File: config.mk
export PLATFORM = sky130hd
export DESIGN_NAME = hazard_gid
export DESIGN_NICKNAME = d
export VERILOG_FILES = /design/src/rtl/hazard_gid.sv
export SDC_FILE = /design/constraint.sdc
export NUM_CORES = 1
export LEC_CHECK = 0
export CORE_UTILIZATION = 32
export CTS_CLUSTER_DIAMETER = 60
export CTS_CLUSTER_SIZE = 14
export DETAILED_ROUTE_END_ITERATION = 7
export PLACE_DENSITY = 0.76
export SLEW_MARGIN = 20
export SYNTH_ARGS = -nofsm -noshare
export SYNTH_HDL_FRONTEND = slang
export SYNTH_SLANG_ARGS = --single-unit
export TNS_END_PERCENT = 1
File: constraint.sdc
create_clock -name clk -period 1.63 [get_ports clk]
set_input_delay 0.163 -clock clk [delete_from_list [all_inputs] [get_ports clk]]
set_output_delay 0.163 -clock clk [all_outputs]
set_load 0.005 [all_outputs]
File: src/rtl/hazard_gid.sv
// rtl/hazard_gid.sv - registered hazard-info decoder (Tuse/Tnew/A3/DPort) for one MIPS pipeline stage
// Optional MDU decode (mult/div/mthi/mtlo/mfhi/mflo) enabled by defining GID_MDU_EN.
module hazard_gid #(
  parameter logic [2:0] TUSE_NONE = 3'd7
) (
  input  logic        clk,
  input  logic        reset_n,
  input  logic [31:0] IR,
  input  logic [2:0]  Pipe,
  output logic [2:0]  Tuse_Rs,
  output logic [2:0]  Tuse_Rt,
  output logic        RegWriteNonZero,
  output logic [4:0]  A3,
  output logic [2:0]  Tnew,
  output logic [2:0]  DPort
);

  localparam logic [2:0] DP_NONE = 3'd0;
  localparam logic [2:0] DP_ALU  = 3'd1;
  localparam logic [2:0] DP_DM   = 3'd2;
  localparam logic [2:0] DP_PC8  = 3'd3;
`ifdef GID_MDU_EN
  localparam logic [2:0] DP_HILO = 3'd4;
`endif

  logic [5:0] w_op;
  logic [5:0] w_funct;
  logic [4:0] w_rt;
  logic [4:0] w_rd;
  logic       w_unused;

  assign w_op     = IR[31:26];
  assign w_funct  = IR[5:0];
  assign w_rt     = IR[20:16];
  assign w_rd     = IR[15:11];
  assign w_unused = ^{IR[25:21], IR[10:6]};

  logic [2:0] w_tuse_rs;
  logic [2:0] w_tuse_rt;
  logic       w_write;
  logic [4:0] w_dst;
  logic [2:0] w_base;
  logic [2:0] w_dport;

  always_comb begin
    w_tuse_rs = TUSE_NONE;
    w_tuse_rt = TUSE_NONE;
    w_write   = 1'b0;
    w_dst     = 5'd0;
    w_base    = 3'd0;
    w_dport   = DP_NONE;
    unique case (w_op)
      6'h00: begin
        unique case (w_funct)
          6'h20, 6'h21, 6'h22, 6'h23, 6'h24, 6'h25, 6'h26, 6'h27,
          6'h2a, 6'h2b, 6'h04, 6'h06, 6'h07: begin
            w_tuse_rs = 3'd1;
            w_tuse_rt = 3'd1;
            w_write   = 1'b1;
            w_dst     = w_rd;
            w_base    = 3'd2;
            w_dport   = DP_ALU;
          end
          6'h00, 6'h02, 6'h03: begin
            w_tuse_rt = 3'd1;
            w_write   = 1'b1;
            w_dst     = w_rd;
            w_base    = 3'd2;
            w_dport   = DP_ALU;
          end
          6'h08: w_tuse_rs = 3'd0;
          6'h09: begin
            w_tuse_rs = 3'd0;
            w_write   = 1'b1;
            w_dst     = w_rd;
            w_base    = 3'd1;
            w_dport   = DP_PC8;
          end
`ifdef GID_MDU_EN
          6'h18, 6'h19, 6'h1a, 6'h1b: begin
            w_tuse_rs = 3'd1;
            w_tuse_rt = 3'd1;
          end
          6'h11, 6'h13: w_tuse_rs = 3'd1;
          6'h10, 6'h12: begin
            w_write = 1'b1;
            w_dst   = w_rd;
            w_base  = 3'd2;
            w_dport = DP_HILO;
          end
`endif
          default: ;
        endcase
      end
      6'h08, 6'h09, 6'h0a, 6'h0b, 6'h0c, 6'h0d, 6'h0e: begin
        w_tuse_rs = 3'd1;
        w_write   = 1'b1;
        w_dst     = w_rt;
        w_base    = 3'd2;
        w_dport   = DP_ALU;
      end
      6'h0f: begin
        w_write = 1'b1;
        w_dst   = w_rt;
        w_base  = 3'd2;
        w_dport = DP_ALU;
      end
      6'h20, 6'h21, 6'h23, 6'h24, 6'h25: begin
        w_tuse_rs = 3'd1;
        w_write   = 1'b1;
        w_dst     = w_rt;
        w_base    = 3'd3;
        w_dport   = DP_DM;
      end
      6'h28, 6'h29, 6'h2b: begin
        w_tuse_rs = 3'd1;
        w_tuse_rt = 3'd2;
      end
      6'h04, 6'h05: begin
        w_tuse_rs = 3'd0;
        w_tuse_rt = 3'd0;
      end
      6'h06, 6'h07: w_tuse_rs = 3'd0;
      6'h01: begin
        // only bltz (rt=0) and bgez (rt=1) are recognised in REGIMM
        if (w_rt == 5'd0 || w_rt == 5'd1) w_tuse_rs = 3'd0;
      end
      6'h02: ;
      6'h03: begin
        w_write = 1'b1;
        w_dst   = 5'd31;
        w_base  = 3'd1;
        w_dport = DP_PC8;
      end
      default: ;
    endcase
  end

  logic [2:0] w_pipe_eff;
  logic [2:0] w_elapsed;
  logic [2:0] w_tnew;

  // F and D both count as "not yet started"; codes above W saturate to W
  assign w_pipe_eff = (Pipe > 3'd4) ? 3'd4 : Pipe;
  assign w_elapsed  = (w_pipe_eff == 3'd0) ? 3'd0 : (w_pipe_eff - 3'd1);
  assign w_tnew     = (w_write && (w_base > w_elapsed)) ? (w_base - w_elapsed) : 3'd0;

  always_ff @(posedge clk or negedge reset_n) begin
    if (!reset_n) begin
      Tuse_Rs         <= TUSE_NONE;
      Tuse_Rt         <= TUSE_NONE;
      RegWriteNonZero <= 1'b0;
      A3              <= 5'd0;
      Tnew            <= 3'd0;
      DPort           <= DP_NONE;
    end else begin
      Tuse_Rs         <= w_tuse_rs;
      Tuse_Rt         <= w_tuse_rt;
      RegWriteNonZero <= w_write && (w_dst != 5'd0);
      A3              <= w_write ? w_dst : 5'd0;
      Tnew            <= w_tnew;
      DPort           <= w_dport;
    end
  end

endmodule

==> results.rst <==
.. list-table::
   :header-rows: 1

   * - Metric
     - Value
   * - Power density cells
     - 538 nW/um^2
   * - Crit. End Element
     - flop
   * - Critical Path Source Type
     - input pin
   * - Max-Cap Viols
     - 0
   * - Cell area after synthesis
     - 1020 sq um
   * - Grt ovf
     - 0
   * - Metal1 wirelength
     - 1130 um
   * - RSZ-0062 raised after global routing
     - yes
   * - Tightest hold margin
     - 0.190 ns
   * - Clk slew on worst S/H paths
     - 0.09 ns
   * - Number of inserted diodes
     - 0
   * - Placer congestion estimate
     - 0.866
   * - LEAKAGE
     - 0.790 nW
   * - Die Area
     - 3430 sq um
   * - Ranking of synthesized cells by area
     - sky130_fd_sc_hd__dfrtp_1 27%, sky130_fd_sc_hd__dfstp_2 13%, sky130_fd_sc_hd__a221o_1 3.9%
   * - Number of synthesized flops with an enable pin
     - 0
   * - Final Setup Violations
     - 0
   * - Detailed Routing Iterations Pass 1
     - 4
   * - Number of distinct library cell variants in the gate-level netlist after synthesis
     - 45
   * - Clock sink total
     - 16
   * - Number of vias after detailed routing
     - 1049
   * - Seq/Total Area, Yosys
     - 39.7%
   * - Number of cell rows
     - 20
   * - Met3 Wirelength
     - 165 um
   * - Share of the clock period used by the worst path
     - 99.8%
   * - Estimated wirelength of the detail-placed design
     - 2130 um
   * - Arrival time of the worst setup path
     - 1.80 ns
   * - Initial detailed-routing violation count
     - 24
   * - Required time of the critical path
     - 1.80 ns
   * - Mapped Avg Cell Area
     - 10.1 sq um
   * - Share of flip-flops with an asynchronous set or reset
     - 100%
   * - Area share of the largest cell type after synthesis
     - 26.9%
   * - Total negative slack for setup checks
     - 0 ns
   * - CTS H-tree depth
     - 1
   * - Max FO, Critical Path
     - 3
   * - Global-route wire length before repair
     - 4280 um
   * - Post-synth top area cell
     - sky130_fd_sc_hd__dfrtp_1
   * - Initial antenna violation count
     - 0
   * - Net count after synthesis
     - 141
   * - Post-Route WL
     - 2720 um
   * - Most instantiated library cell after synthesis
     - sky130_fd_sc_hd__dfrtp_1
   * - Final count of pins violating max slew
     - 0
   * - Die extent in y
     - 58.6 um
   * - Total number of nets in the final design
     - 216
   * - Effective utilization at floorplan
     - 33.5%
   * - Drt via density
     - 4.79
   * - Yosys synthesis warning count
     - 0
   * - Max rail drop VDD
     - 0.194 mV
   * - Combined area of the multi-input logic cells
     - 596 sq um
   * - Remaining routing DRC violations
     - 0
   * - Vias in the first global route
     - 993
   * - Most used DFF post-synth
     - sky130_fd_sc_hd__dfrtp_1
   * - Max Clk Rate
     - 0.615 GHz
   * - Detail-routed net length per standard cell
     - 12.4 um
   * - Post-route antenna net violation count
     - 0
   * - Post-Place Cells
     - 206
   * - Worst-case clock buffer depth
     - 2
   * - Mapped Cells
     - 101
   * - Reg area
     - 407 sq um
   * - Final period demand of the worst path
     - 1.63 ns
   * - Pin count of the biggest net entering global routing
     - 17
   * - Quantity of I/O buffers inserted on ports
     - 43
   * - Area growth from synthesis to final layout
     - 72.6%
   * - Worst setup path class
     - input pin to flop
   * - Path class of the lowest-slack min-delay path
     - input pin to asynchronous set/reset pin
   * - Most frequent cells after synthesis
     - 11 x sky130_fd_sc_hd__dfrtp_1, 8 x sky130_fd_sc_hd__inv_1, 7 x sky130_fd_sc_hd__a21oi_1, 6 x sky130_fd_sc_hd__nand2_1
   * - Core Area
     - 3050 sq um
   * - Outcome
     - completed
   * - Count of fill cells added during filler insertion
     - 294
   * - DR WL met2
     - 1360 um
   * - Top routing layer in use
     - met4
   * - Launch point of the critical path
     - IR[28]
   * - TritonCTS clock tree
     - done
   * - Layout Cells excl Fill
     - 219
   * - Die Wd
     - 58.6 um
   * - Root buffer cell
     - sky130_fd_sc_hd__clkbuf_4
   * - TritonCTS Buffers
     - 3
   * - Top-Level Pins
     - 55
   * - Hold Violations, Final
     - 0
   * - Post-CTS Hold Buffers
     - 0
   * - Synthesis-stage register bit count
     - 16
   * - Share of final-layout standard cells stronger than drive strength 1
     - 40.0%
   * - Total chip power
     - 0.000950 W
   * - Gr usage total
     - 16.5%
worst max-delay path: stages:
cell,delay [ns]
sky130_fd_sc_hd__buf_8,0.10
sky130_fd_sc_hd__nand2b_4,0.13
sky130_fd_sc_hd__mux2_4,0.25
sky130_fd_sc_hd__o32a_1,0.35
sky130_fd_sc_hd__ha_2,0.19
sky130_fd_sc_hd__inv_2,0.07
sky130_fd_sc_hd__fa_2,0.42
sky130_fd_sc_hd__nand2_2,0.07
sky130_fd_sc_hd__a211oi_2,0.03
through the flow:
stage	cell area, sq um	setup WS, ns	utilization (%)
floorplan	1040	-0.136	-
global placement	1640	-0.666	53.9
detailed placement	1640	-0.757	53.9
CTS	1740	0.000551	56.9
global route	1770	-0.0213	57.9
finish	1770	0.00304	57.9
state kept, by name, summed over array words and instances (netlist names):
register         count
A3                   5
Tuse_Rt              3
RegWriteNonZero      1
Tnew                 3
DPort                2
Tuse_Rs              2
routing by layer:
layer	vias to the layer above	track usage (%)
met1	494	18.8
met5	-	0
met4	0	9.52
met3	6	2.20
li1	513	-
met2	36	29.4
final cells by class:
cell class	instances	share of cell area (%)
flip-flops and latches	16	23.0
inverters	8	1.70
well taps	44	3.12
multi-input cells	70	33.7
repair buffers	77	37.0
clock buffers	4	1.49
final timing paths:
check,endpoint,slack (ns),depth (start not counted)
max in group asynchronous,Tuse_Rt[1]$_DFF_PN1_,1.18,2
min,A3[1]$_DFF_PN0_,0.19,2
max,Tnew[1]$_DFF_PN0_,0.003,9
min in group clk,Tuse_Rs[1]$_DFF_PN1_,0.28,4
power by group:
part           switching [W]  internal, W  total (W)
registers         0.00000545     0.000421   0.000426
logic               0.000132     0.000186   0.000318
clock network       0.000111    0.0000950   0.000206
layout by cell type, fill, tap and decap left out, types with 2 or more instances in the layout:
master | Yosys | routed
sky130_fd_sc_hd__a211o_1 | 2 | 2
sky130_fd_sc_hd__buf_4 | 2 | 35
sky130_fd_sc_hd__dfstp_2 | 5 | 5
sky130_fd_sc_hd__a21oi_1 | 7 | 5
sky130_fd_sc_hd__clkbuf_4 | 0 | 3
sky130_fd_sc_hd__nand2_1 | 6 | 5
sky130_fd_sc_hd__dfrtp_1 | 11 | 11
sky130_fd_sc_hd__nand3_1 | 2 | 2
sky130_fd_sc_hd__a21o_1 | 3 | 3
sky130_fd_sc_hd__a221o_1 | 4 | 4
sky130_fd_sc_hd__a21oi_2 | 1 | 2
sky130_fd_sc_hd__nor2_1 | 5 | 5
sky130_fd_sc_hd__a211oi_1 | 3 | 2
sky130_fd_sc_hd__dlygate4sd2_1 | 0 | 4
sky130_fd_sc_hd__nand2b_1 | 4 | 2
sky130_fd_sc_hd__nand2b_4 | 0 | 2
sky130_fd_sc_hd__clkdlybuf4s50_1 | 0 | 31
sky130_fd_sc_hd__clkbuf_2 | 1 | 3
sky130_fd_sc_hd__buf_2 | 1 | 3
sky130_fd_sc_hd__o21ai_0 | 4 | 4
sky130_fd_sc_hd__inv_1 | 8 | 7
what timing repair did:
item / 4_1_cts / 5_1_grt
gates resized for setup: 38 / 12
setup endpoints to repair: 3 / 9
setup buffers: 7 / 2
pin swaps: 11 / 7
logic make-up (layout without fill, tap and decap cells):
family	after synthesis	count (layout)	synth area share, %
buffers and inverters	15	89	8.68
AOI/OAI and AO/OA	34	34	26.4
adders and majority gates	3	3	4.40
muxes	1	1	1.10
DFF	16	16	39.7
other	1	1	0.366
and+or+nand+nor	30	30	18.5
xor gates and xnor gates	1	1	0.856
Power figures use the tool's default switching activity.
